**src/rtl/axi_arb_pkg.sv**
```systemverilog
// rtl/axi_arb_pkg.sv - shared encodings and AXI constants for the 2:1 AXI4 arbiter
package axi_arb_pkg;

    // Arbiter FSM states
    localparam logic [1:0] ST_IDLE = 2'd0;
    localparam logic [1:0] ST_RD   = 2'd1;
    localparam logic [1:0] ST_WR   = 2'd2;

    // Owner encoding: index of the granted master
    localparam logic OWNER_M0 = 1'b0;   // IFU
    localparam logic OWNER_M1 = 1'b1;   // LSU

    // Transaction kind chosen at grant time
    localparam logic KIND_RD = 1'b0;
    localparam logic KIND_WR = 1'b1;

    // AXI encodings
    localparam logic [1:0] BURST_INCR  = 2'b01;
    localparam logic [1:0] RESP_OKAY   = 2'b00;
    localparam logic [1:0] RESP_SLVERR = 2'b10;

endpackage

```
**src/rtl/axi_arb_pick.sv**
```systemverilog
// rtl/axi_arb_pick.sv - winner selection; AXI_ARB_ROUND_ROBIN_EN selects round-robin over fixed priority
module axi_arb_pick
    import axi_arb_pkg::*;
(
    input  logic [1:0] req,
    input  logic       last_grant,
    output logic       winner
);

`ifdef AXI_ARB_ROUND_ROBIN_EN
    // On contention hand the grant to whoever did not win last time
    always_comb begin
        winner = OWNER_M0;
        if (req == 2'b11) begin
            winner = ~last_grant;
        end else if (req[1]) begin
            winner = OWNER_M1;
        end
    end
`else
    logic unused_last_grant;
    assign unused_last_grant = last_grant;

    // LSU always beats IFU
    always_comb begin
        winner = req[1] ? OWNER_M1 : OWNER_M0;
    end
`endif

endmodule

```
**src/rtl/axi4_arbiter_2to1.sv**
```systemverilog
// rtl/axi4_arbiter_2to1.sv - two-master to one-slave AXI4 arbiter, one whole transaction per grant
module axi4_arbiter_2to1 #(
    parameter int ADDR_W = 32,
    parameter int DATA_W = 32,
    parameter int ID_W   = 4
) (
    input  logic                clock,
    input  logic                reset,
    // master 0 (IFU)
    input  logic                m0_awvalid,
    input  logic [ADDR_W-1:0]   m0_awaddr,
    input  logic [ID_W-1:0]     m0_awid,
    input  logic [7:0]          m0_awlen,
    input  logic [2:0]          m0_awsize,
    input  logic [1:0]          m0_awburst,
    output logic                m0_awready,
    input  logic                m0_wvalid,
    input  logic [DATA_W-1:0]   m0_wdata,
    input  logic [DATA_W/8-1:0] m0_wstrb,
    input  logic                m0_wlast,
    output logic                m0_wready,
    output logic                m0_bvalid,
    output logic [1:0]          m0_bresp,
    output logic [ID_W-1:0]     m0_bid,
    input  logic                m0_bready,
    input  logic                m0_arvalid,
    input  logic [ADDR_W-1:0]   m0_araddr,
    input  logic [ID_W-1:0]     m0_arid,
    input  logic [7:0]          m0_arlen,
    input  logic [2:0]          m0_arsize,
    input  logic [1:0]          m0_arburst,
    output logic                m0_arready,
    output logic                m0_rvalid,
    output logic [DATA_W-1:0]   m0_rdata,
    output logic [1:0]          m0_rresp,
    output logic                m0_rlast,
    output logic [ID_W-1:0]     m0_rid,
    input  logic                m0_rready,
    // master 1 (LSU)
    input  logic                m1_awvalid,
    input  logic [ADDR_W-1:0]   m1_awaddr,
    input  logic [ID_W-1:0]     m1_awid,
    input  logic [7:0]          m1_awlen,
    input  logic [2:0]          m1_awsize,
    input  logic [1:0]          m1_awburst,
    output logic                m1_awready,
    input  logic                m1_wvalid,
    input  logic [DATA_W-1:0]   m1_wdata,
    input  logic [DATA_W/8-1:0] m1_wstrb,
    input  logic                m1_wlast,
    output logic                m1_wready,
    output logic                m1_bvalid,
    output logic [1:0]          m1_bresp,
    output logic [ID_W-1:0]     m1_bid,
    input  logic                m1_bready,
    input  logic                m1_arvalid,
    input  logic [ADDR_W-1:0]   m1_araddr,
    input  logic [ID_W-1:0]     m1_arid,
    input  logic [7:0]          m1_arlen,
    input  logic [2:0]          m1_arsize,
    input  logic [1:0]          m1_arburst,
    output logic                m1_arready,
    output logic                m1_rvalid,
    output logic [DATA_W-1:0]   m1_rdata,
    output logic [1:0]          m1_rresp,
    output logic                m1_rlast,
    output logic [ID_W-1:0]     m1_rid,
    input  logic                m1_rready,
    // slave side toward the SoC crossbar
    output logic                io_master_awvalid,
    output logic [ADDR_W-1:0]   io_master_awaddr,
    output logic [ID_W-1:0]     io_master_awid,
    output logic [7:0]          io_master_awlen,
    output logic [2:0]          io_master_awsize,
    output logic [1:0]          io_master_awburst,
    input  logic                io_master_awready,
    output logic                io_master_wvalid,
    output logic [DATA_W-1:0]   io_master_wdata,
    output logic [DATA_W/8-1:0] io_master_wstrb,
    output logic                io_master_wlast,
    input  logic                io_master_wready,
    input  logic                io_master_bvalid,
    input  logic [1:0]          io_master_bresp,
    input  logic [ID_W-1:0]     io_master_bid,
    output logic                io_master_bready,
    output logic                io_master_arvalid,
    output logic [ADDR_W-1:0]   io_master_araddr,
    output logic [ID_W-1:0]     io_master_arid,
    output logic [7:0]          io_master_arlen,
    output logic [2:0]          io_master_arsize,
    output logic [1:0]          io_master_arburst,
    input  logic                io_master_arready,
    input  logic                io_master_rvalid,
    input  logic [DATA_W-1:0]   io_master_rdata,
    input  logic [1:0]          io_master_rresp,
    input  logic                io_master_rlast,
    input  logic [ID_W-1:0]     io_master_rid,
    output logic                io_master_rready
);

    import axi_arb_pkg::*;

    logic [1:0] state_q, state_d;
    logic       owner_q, owner_d;
    logic       last_grant_q, last_grant_d;
    logic       ar_done_q, ar_done_d;
    logic       aw_done_q, aw_done_d;
    logic       w_done_q, w_done_d;

    logic [1:0] req;
    logic       pick_winner;
    logic       grant_kind;
    logic       rd_act, wr_act, own0, own1;

    assign req    = {m1_arvalid | m1_awvalid, m0_arvalid | m0_awvalid};
    assign rd_act = (state_q == ST_RD);
    assign wr_act = (state_q == ST_WR);
    assign own0   = (owner_q == OWNER_M0);
    assign own1   = (owner_q == OWNER_M1);

    axi_arb_pick u_pick (
        .req        (req),
        .last_grant (last_grant_q),
        .winner     (pick_winner)
    );

    // A winner with both AR and AW pending gets its read first
    assign grant_kind = (pick_winner ? m1_arvalid : m0_arvalid) ? KIND_RD : KIND_WR;

    // Slave-side request channels: owner's signals, zero when the channel is not granted or already handshaken
    always_comb begin
        io_master_arvalid = rd_act & ~ar_done_q & (own1 ? m1_arvalid : m0_arvalid);
        io_master_araddr  = rd_act ? (own1 ? m1_araddr  : m0_araddr)  : '0;
        io_master_arid    = rd_act ? (own1 ? m1_arid    : m0_arid)    : '0;
        io_master_arlen   = rd_act ? (own1 ? m1_arlen   : m0_arlen)   : '0;
        io_master_arsize  = rd_act ? (own1 ? m1_arsize  : m0_arsize)  : '0;
        io_master_arburst = rd_act ? (own1 ? m1_arburst : m0_arburst) : '0;
        io_master_rready  = rd_act & (own1 ? m1_rready : m0_rready);

        io_master_awvalid = wr_act & ~aw_done_q & (own1 ? m1_awvalid : m0_awvalid);
        io_master_awaddr  = wr_act ? (own1 ? m1_awaddr  : m0_awaddr)  : '0;
        io_master_awid    = wr_act ? (own1 ? m1_awid    : m0_awid)    : '0;
        io_master_awlen   = wr_act ? (own1 ? m1_awlen   : m0_awlen)   : '0;
        io_master_awsize  = wr_act ? (own1 ? m1_awsize  : m0_awsize)  : '0;
        io_master_awburst = wr_act ? (own1 ? m1_awburst : m0_awburst) : '0;
        io_master_wvalid  = wr_act & ~w_done_q & (own1 ? m1_wvalid : m0_wvalid);
        io_master_wdata   = wr_act ? (own1 ? m1_wdata : m0_wdata) : '0;
        io_master_wstrb   = wr_act ? (own1 ? m1_wstrb : m0_wstrb) : '0;
        io_master_wlast   = wr_act & (own1 ? m1_wlast : m0_wlast);
        io_master_bready  = wr_act & (own1 ? m1_bready : m0_bready);
    end

    // Master-side readies and responses go to the owner only; the other master sees all zeros
    always_comb begin
        m0_arready = rd_act & own0 & ~ar_done_q & io_master_arready;
        m0_rvalid  = rd_act & own0 & io_master_rvalid;
        m0_rdata   = (rd_act & own0) ? io_master_rdata : '0;
        m0_rresp   = (rd_act & own0) ? io_master_rresp : '0;
        m0_rlast   = rd_act & own0 & io_master_rlast;
        m0_rid     = (rd_act & own0) ? io_master_rid   : '0;
        m0_awready = wr_act & own0 & ~aw_done_q & io_master_awready;
        m0_wready  = wr_act & own0 & ~w_done_q & io_master_wready;
        m0_bvalid  = wr_act & own0 & io_master_bvalid;
        m0_bresp   = (wr_act & own0) ? io_master_bresp : '0;
        m0_bid     = (wr_act & own0) ? io_master_bid   : '0;

        m1_arready = rd_act & own1 & ~ar_done_q & io_master_arready;
        m1_rvalid  = rd_act & own1 & io_master_rvalid;
        m1_rdata   = (rd_act & own1) ? io_master_rdata : '0;
        m1_rresp   = (rd_act & own1) ? io_master_rresp : '0;
        m1_rlast   = rd_act & own1 & io_master_rlast;
        m1_rid     = (rd_act & own1) ? io_master_rid   : '0;
        m1_awready = wr_act & own1 & ~aw_done_q & io_master_awready;
        m1_wready  = wr_act & own1 & ~w_done_q & io_master_wready;
        m1_bvalid  = wr_act & own1 & io_master_bvalid;
        m1_bresp   = (wr_act & own1) ? io_master_bresp : '0;
        m1_bid     = (wr_act & own1) ? io_master_bid   : '0;
    end

    // Grant in IDLE, track handshakes, release on the final response
    always_comb begin
        state_d      = state_q;
        owner_d      = owner_q;
        last_grant_d = last_grant_q;
        ar_done_d    = ar_done_q;
        aw_done_d    = aw_done_q;
        w_done_d     = w_done_q;
        case (state_q)
            ST_IDLE: begin
                ar_done_d = 1'b0;
                aw_done_d = 1'b0;
                w_done_d  = 1'b0;
                if (|req) begin
                    owner_d      = pick_winner;
                    last_grant_d = pick_winner;
                    state_d      = (grant_kind == KIND_RD) ? ST_RD : ST_WR;
                end
            end
            ST_RD: begin
                if (io_master_arvalid & io_master_arready) begin
                    ar_done_d = 1'b1;
                end
                if (io_master_rvalid & io_master_rready & io_master_rlast) begin
                    state_d = ST_IDLE;
                end
            end
            ST_WR: begin
                if (io_master_awvalid & io_master_awready) begin
                    aw_done_d = 1'b1;
                end
                if (io_master_wvalid & io_master_wready & io_master_wlast) begin
                    w_done_d = 1'b1;
                end
                if (io_master_bvalid & io_master_bready) begin
                    state_d = ST_IDLE;
                end
            end
            default: state_d = ST_IDLE;
        endcase
    end

    // State registers with synchronous reset
    always_ff @(posedge clock) begin
        if (reset) begin
            state_q      <= ST_IDLE;
            owner_q      <= OWNER_M0;
            last_grant_q <= OWNER_M1;
            ar_done_q    <= 1'b0;
            aw_done_q    <= 1'b0;
            w_done_q     <= 1'b0;
        end else begin
            state_q      <= state_d;
            owner_q      <= owner_d;
            last_grant_q <= last_grant_d;
            ar_done_q    <= ar_done_d;
            aw_done_q    <= aw_done_d;
            w_done_q     <= w_done_d;
        end
    end

endmodule
```
**config.mk**
```make
export PLATFORM = sky130hd
export DESIGN_NAME = axi4_arbiter_2to1
export DESIGN_NICKNAME = d
export VERILOG_FILES = /design/src/rtl/axi_arb_pkg.sv /design/src/rtl/axi_arb_pick.sv /design/src/rtl/axi4_arbiter_2to1.sv
export SDC_FILE = /design/constraint.sdc
export NUM_CORES = 1
export LEC_CHECK = 0
export BUFFER_PORTS_ARGS = -buffer_cell sky130_fd_sc_hd__buf_2
export CAP_MARGIN = 20
export CELL_PAD_IN_SITES_DETAIL_PLACEMENT = 1
export CELL_PAD_IN_SITES_GLOBAL_PLACEMENT = 1
export CORE_AREA = 2 2 223 225
export DETAILED_ROUTE_END_ITERATION = 16
export DIE_AREA = 0 0 225 227
export PLACE_DENSITY_LB_ADDON = 0.12
export REMOVE_ABC_BUFFERS = 1
export SYNTH_ARGS = -nofsm -noshare
export SYNTH_HDL_FRONTEND = slang
export SYNTH_SLANG_ARGS = --single-unit
```
**constraint.sdc**
```tcl
create_clock -name clock -period 1.1 [get_ports clock]
set_input_delay 0.11 -clock clock [delete_from_list [all_inputs] [get_ports clock]]
set_output_delay 0.11 -clock clock [all_outputs]
set_load 0.005 [all_outputs]
```
# After elaboration in Yosys (flattened, before gate mapping)
# Index checks and enable logic that the tools add are counted.
dict set report totals {
  reg_bits 6
  input_bits 332
  output_inout_bits 240
  word_cells 119
}
dict set report op_classes {
  n_eq_ne 8
  muxes 53
  bitwise_logic 44
  reduce_logical 9
}
# op count
set op_table {}
lappend op_table {{$mux W32} 8}
lappend op_table {{$mux W4} 10}
lappend op_table {{$and A1 B1 Y1} 38}
lappend op_table {{$mux W8} 4}
lappend op_table {{$mux W2} 12}
lappend op_table {{$mux W3} 4}
lappend op_table {{$mux W1} 11}
lappend op_table {{$ne A2 B1 Y1 const B} 5}
lappend op_table {{$reduce_and A2 Y1} 4}
lappend op_table {{$pmux W1 S2} 3}
lappend op_table {{$pmux W2 S3} 1}
lappend op_table {{$not A1 Y1} 4}
lappend op_table {{$reduce_bool A2 Y1} 2}
lappend op_table {{$reduce_and A3 Y1} 1}
lappend op_table {{$eq A2 B1 Y1 const B} 1}
lappend op_table {{$eq A2 B2 Y1 const B} 1}
lappend op_table {{$logic_not A2 Y1} 1}
lappend op_table {{$ne A2 B2 Y1 const B} 1}
lappend op_table {{$or A1 B1 Y1} 2}
lappend op_table {{$reduce_or A2 Y1} 1}

# Longest topological paths before layout
dict set report logic_depth {
  word_depth 7
  mapped_depth 6
}

# By module
# From an unflattened synthesis, not the netlist that was laid out.
dict set report unflattened {
  cells_unflattened 392
  area_unflattened_um2 2776.4
}
# mod n_inst cells_each area_each_um2
set modules_own_cells {}
lappend modules_own_cells {axi4_arbiter_2to1 1 391 2768.9}
lappend modules_own_cells {axi_arb_pick 1 1 7.5}

# Worst setup path after synthesis
# OpenSTA, ideal clock, no wires.
dict set report synth_path {
  kind {register to register}
  start {register owner_q, in the netlist own1}
  end {register ar_done_q}
  arrival_time_ps 1037
  required_ps 984
  path_slack_ps -54
  stages_incl_launch_ff 5
  n_path_buf 1
  path_cell_list {dfxtp_1 > buf_4 > mux2i_1 > nor3_4 > a31o_2}
}
dict set report synth_between {
  elab_chain_len 5
}
# item line_no
set synth_lines {}
lappend synth_lines {{from (decl)} axi4_arbiter_2to1.sv:104} ;# logic owner_q, owner_d;
lappend synth_lines {{from (signal assigned)} axi4_arbiter_2to1.sv:233} ;# owner_q <= owner_d;
lappend synth_lines {{$mux W1} axi4_arbiter_2to1.sv:132} ;# io_master_arvalid = rd_act & ~ar_done_q & (own1 ? m1_arvalid : m0_arvalid);
lappend synth_lines {{$and A1 B1 Y1} axi4_arbiter_2to1.sv:132}
lappend synth_lines {{via io_master_arvalid} axi4_arbiter_2to1.sv:86} ;# output logic io_master_arvalid,
lappend synth_lines {{$and A1 B1 Y1} axi4_arbiter_2to1.sv:200} ;# if (io_master_arvalid & io_master_arready) begin
lappend synth_lines {{$ne A2 B1 Y1 (no source line)} -}
lappend synth_lines {{$reduce_and A2 Y1 (no source line)} -}
lappend synth_lines {{to (signal assigned)} axi4_arbiter_2to1.sv:235} ;# ar_done_q <= ar_done_d;
lappend synth_lines {{to (decl)} axi4_arbiter_2to1.sv:106} ;# logic ar_done_q, ar_done_d;
# The timed path passes the listed nets, and every way through them passes these cells.
# A chain may end at the register's enable or synchronous reset.

# Worst setup path after layout
dict set report layout_path {
  start {register state_q[0]}
  end {output io_master_awburst[1]}
}
dict set report layout_between {
  elab_chain_len 2
}
# item line_no
set layout_lines {}
lappend layout_lines {{from (decl)} axi4_arbiter_2to1.sv:103} ;# logic [1:0] state_q, state_d;
lappend layout_lines {{from (signal assigned)} axi4_arbiter_2to1.sv:232} ;# state_q <= state_d;
lappend layout_lines {{$eq A2 B2 Y1} axi4_arbiter_2to1.sv:117} ;# assign wr_act = (state_q == ST_WR);
lappend layout_lines {{$mux W2} axi4_arbiter_2to1.sv:145} ;# io_master_awburst = wr_act ? (own1 ? m1_awburst : m0_awburst) : '0;
lappend layout_lines {{to (decl)} axi4_arbiter_2to1.sv:75} ;# output logic [1:0] io_master_awburst,
# No other way between the ends.

==> flow_summary.ini <==
[clock_network]
clock_path_buffers = 2
clk_latency_ns = 0.23
ctsHtreeMaxLevel = 1
cts_sinks = 6
numCtsBuffers = 3
ctsHoldBuffers = 0
cts_root_buffer = clkbuf_16
tritoncts = built
clkTransAtPathRegs_ns = 0.04

[global_routing]
first_global_vias = 6093
antenna_found_initial = 5
grt_pass1_wl_um = 38800
grt.total_usage_pct = 10.3
gr-total-overflow = 0
grt_max_degree = 18

[die]
dieHeight_um = 227
io_pins = 572
row_count = 81
start_util_pct = 6.80
die-area_mm2 = 0.0511
chipWidth_um = 225
core_area_mm2 = 0.0485

[worst_setup_path]
rrSetupSlack_ns = -0.31
critPathArrivalTime_ns = 1.46
crit_path_cell_trace = nand2b_4 > buf_12 > buf_12 > buf_16 > nor2_2 > buf_2
slowest_stage = dfxtp_4
cpMostUsedCell = buf_12
critPathRequiredTime_ns = 0.99
crit_buf_inv = 4
endpoint_kind = primary output
crit_fanout = 6
max_stage_delay_ns = 0.36
critPathKind = register to primary output
start_kind = register
worst_path_dominant_cell_family = buffers and inverters

[placement]
hpwl_um = 22500
gp_congestion = 0.731
port_buffers = 571
place_inst = 1668
place_area_mm2 = 0.00716

[sta]
setup_slack_ns = -0.474
finalCriticalPeriod_ns = 1.57
final_hold_viol_count = 0
max_freq_mhz = 635
hold_slack_ns = 0.138
worst_pin_slew_ns = 0.302
rsz0062_at_grt = yes
finClkSkew_ns = 0.00204
slew_viol_final = 0
fin_tns_setup_ns = -99.03
fin_crit_sh_pct = 143
setup_viol_count_final = 246
max_slew_margin_pct = 79.3

[synthesis]
synth_top_family_by_area = multiplexers
synth-compound-area-share_pct = 2.12
synthSimpleGateAreaFrac_pct = 40.3
ys_seq_area_share_pct = 3.64
syn_avg_cell_area_um2 = 7.01
yosys_register_bits = 6
synth_fa_ha_area_share_pct = 0
synthMuxAreaShare_pct = 42.4
synth_xor_area_share_pct = 0
yosysUniqueCellTypes = 31
synth_area_mm2 = 0.00330
syn_inst = 471
yosysWarnings = 0

[cells_and_area]
finalNonFillerCells = 1733
final_cell_area_mm2 = 0.00913
fillers = 5941
drive_gt1_share_pct = 70.9
syn2layout_area_growth_pct = 176
final_nets = 1442

[routing]
routedWlPerCell_um = 17.0
drc = 0
vias = 5963
viasPerCell = 3.44
drt_iter0_drc = 94
routed_wirelength_um = 29400
postRouteAntennaNets = 0
dr.pass1.iters = 4

[min_path]
min_path_type = input port to register

[outcome]
violations = setup timing
status = finished with violations

[power]
p_leak_nw = 4.92
powerDensity_mw_per_mm2 = 600
irDropWorstVdd_v = 0.000323

[flow_run]
drv_cap = 0
==> final timing paths <==
| path | end | depth (start not counted) | from |
|---|---|---|---|
| worst max-delay path | io_master_awburst[1] | 6 | state_q[0] |
| worst min-delay path | ar_done_q | 2 | io_master_arready |
| worst max register to register | w_done_q | 7 | state_q[1] |
| worst min register to register | aw_done_q | 1 | aw_done_q |
==> sequential cells by signal, summed over array words and instances, names as in the netlist <==
signal / flops
aw_done_q: 1
ar_done_q: 1
state_q: 2
own1: 1
w_done_q: 1
==> Yosys cell counts <==
master	count	area share (%)
a211oi_1	1	0.23
buf_2	14	2.1
nor2_8	1	0.61
o21ai_0	2	0.30
mux2i_1	140	42
clkbuf_1	9	1.0
nor2b_1	1	0.19
nor4_2	1	0.38
and3_1	47	8.9
buf_4	3	0.68
and2b_2	1	0.27
a21oi_1	2	0.30
nand3b_1	1	0.23
dfxtp_1	6	3.6
a22o_1	1	0.27
nand2b_1	6	1.1
nor3_2	3	0.91
and2_1	47	8.9
o21a_1	1	0.23
nor3_1	2	0.30
nand3_1	2	0.30
nor3_4	1	0.49
inv_1	2	0.23
o211a_1	1	0.30
nor2_1	146	17
nor4b_1	1	0.27
o31ai_1	1	0.23
nand2_1	3	0.34
buf_6	22	7.5
a31o_2	1	0.27
nor3b_1	2	0.45
==> layer usage <==
metal	vias up	share of wire, %	track usage (%)	wire [µm]
met5	-	0.15	0	44
met4	6	0.70	1.09	206
met3	14	8.2	2.80	2420
met2	323	55	21.2	16300
met1	2738	35	10.4	10400
li1	2882	-	-	-
==> kinds of logic (layout without fill, tap and decap cells) <==
family,count (synthesis),after routing
buf+inv,50,688
mux,140,140
compound gates,10,10
simple gates,265,265
other cells,0,2
flops,6,6
==> cell type report <==
cell class	instances	area, µm²	share of cell area, %
multi-input combinational	415	3360	36.8
clock buffer	4	78.8	0.863
tap	622	778	8.52
antenna	2	5.00	0.0548
inverter	2	7.51	0.0822
sequential	6	131	1.44
timing repair buffer	682	4770	52.2
==> placed cells by master (no fill, tap or decap), types with 7 or more instances in the layout <==
| master | instances |
|---|---|
| and2_1 | 45 |
| and3_1 | 31 |
| and3_4 | 16 |
| buf_12 | 27 |
| buf_16 | 18 |
| buf_2 | 549 |
| buf_4 | 40 |
| buf_6 | 33 |
| buf_8 | 7 |
| clkbuf_16 | 10 |
| mux2i_1 | 110 |
| mux2i_2 | 13 |
| mux2i_4 | 17 |
| nor2_1 | 113 |
| nor2_2 | 23 |
| nor2_4 | 10 |
==> where the power goes <==
group	internal, mW	switching (mW)
clock	0.481	0.129
combinational	2.66	1.94
sequential	0.235	0.0298
total	3.38	2.10
==> per-stage QoR <==
stage	util [%]	power, mW	setup WS, ns
6_report	18.8	5.47	-0.474
5_1_grt	18.8	5.88	-0.540
4_1_cts	17.3	5.10	-0.505
3_5_place_dp	14.7	3.48	-0.264
3_3_place_gp	14.7	3.50	-0.271
2_1_floorplan	-	1.88	-5.56
==> timing repair <==
action / CTS / global route
buffers inserted: 22 / 19
gates resized for setup: 85 / 125
hold endpoints to repair: 0 / 0
pin swaps: 25 / 24
setup endpoints to repair: 246 / 246
cloned: 22 / 7
No activity file was read; power rests on OpenSTA's default activity.
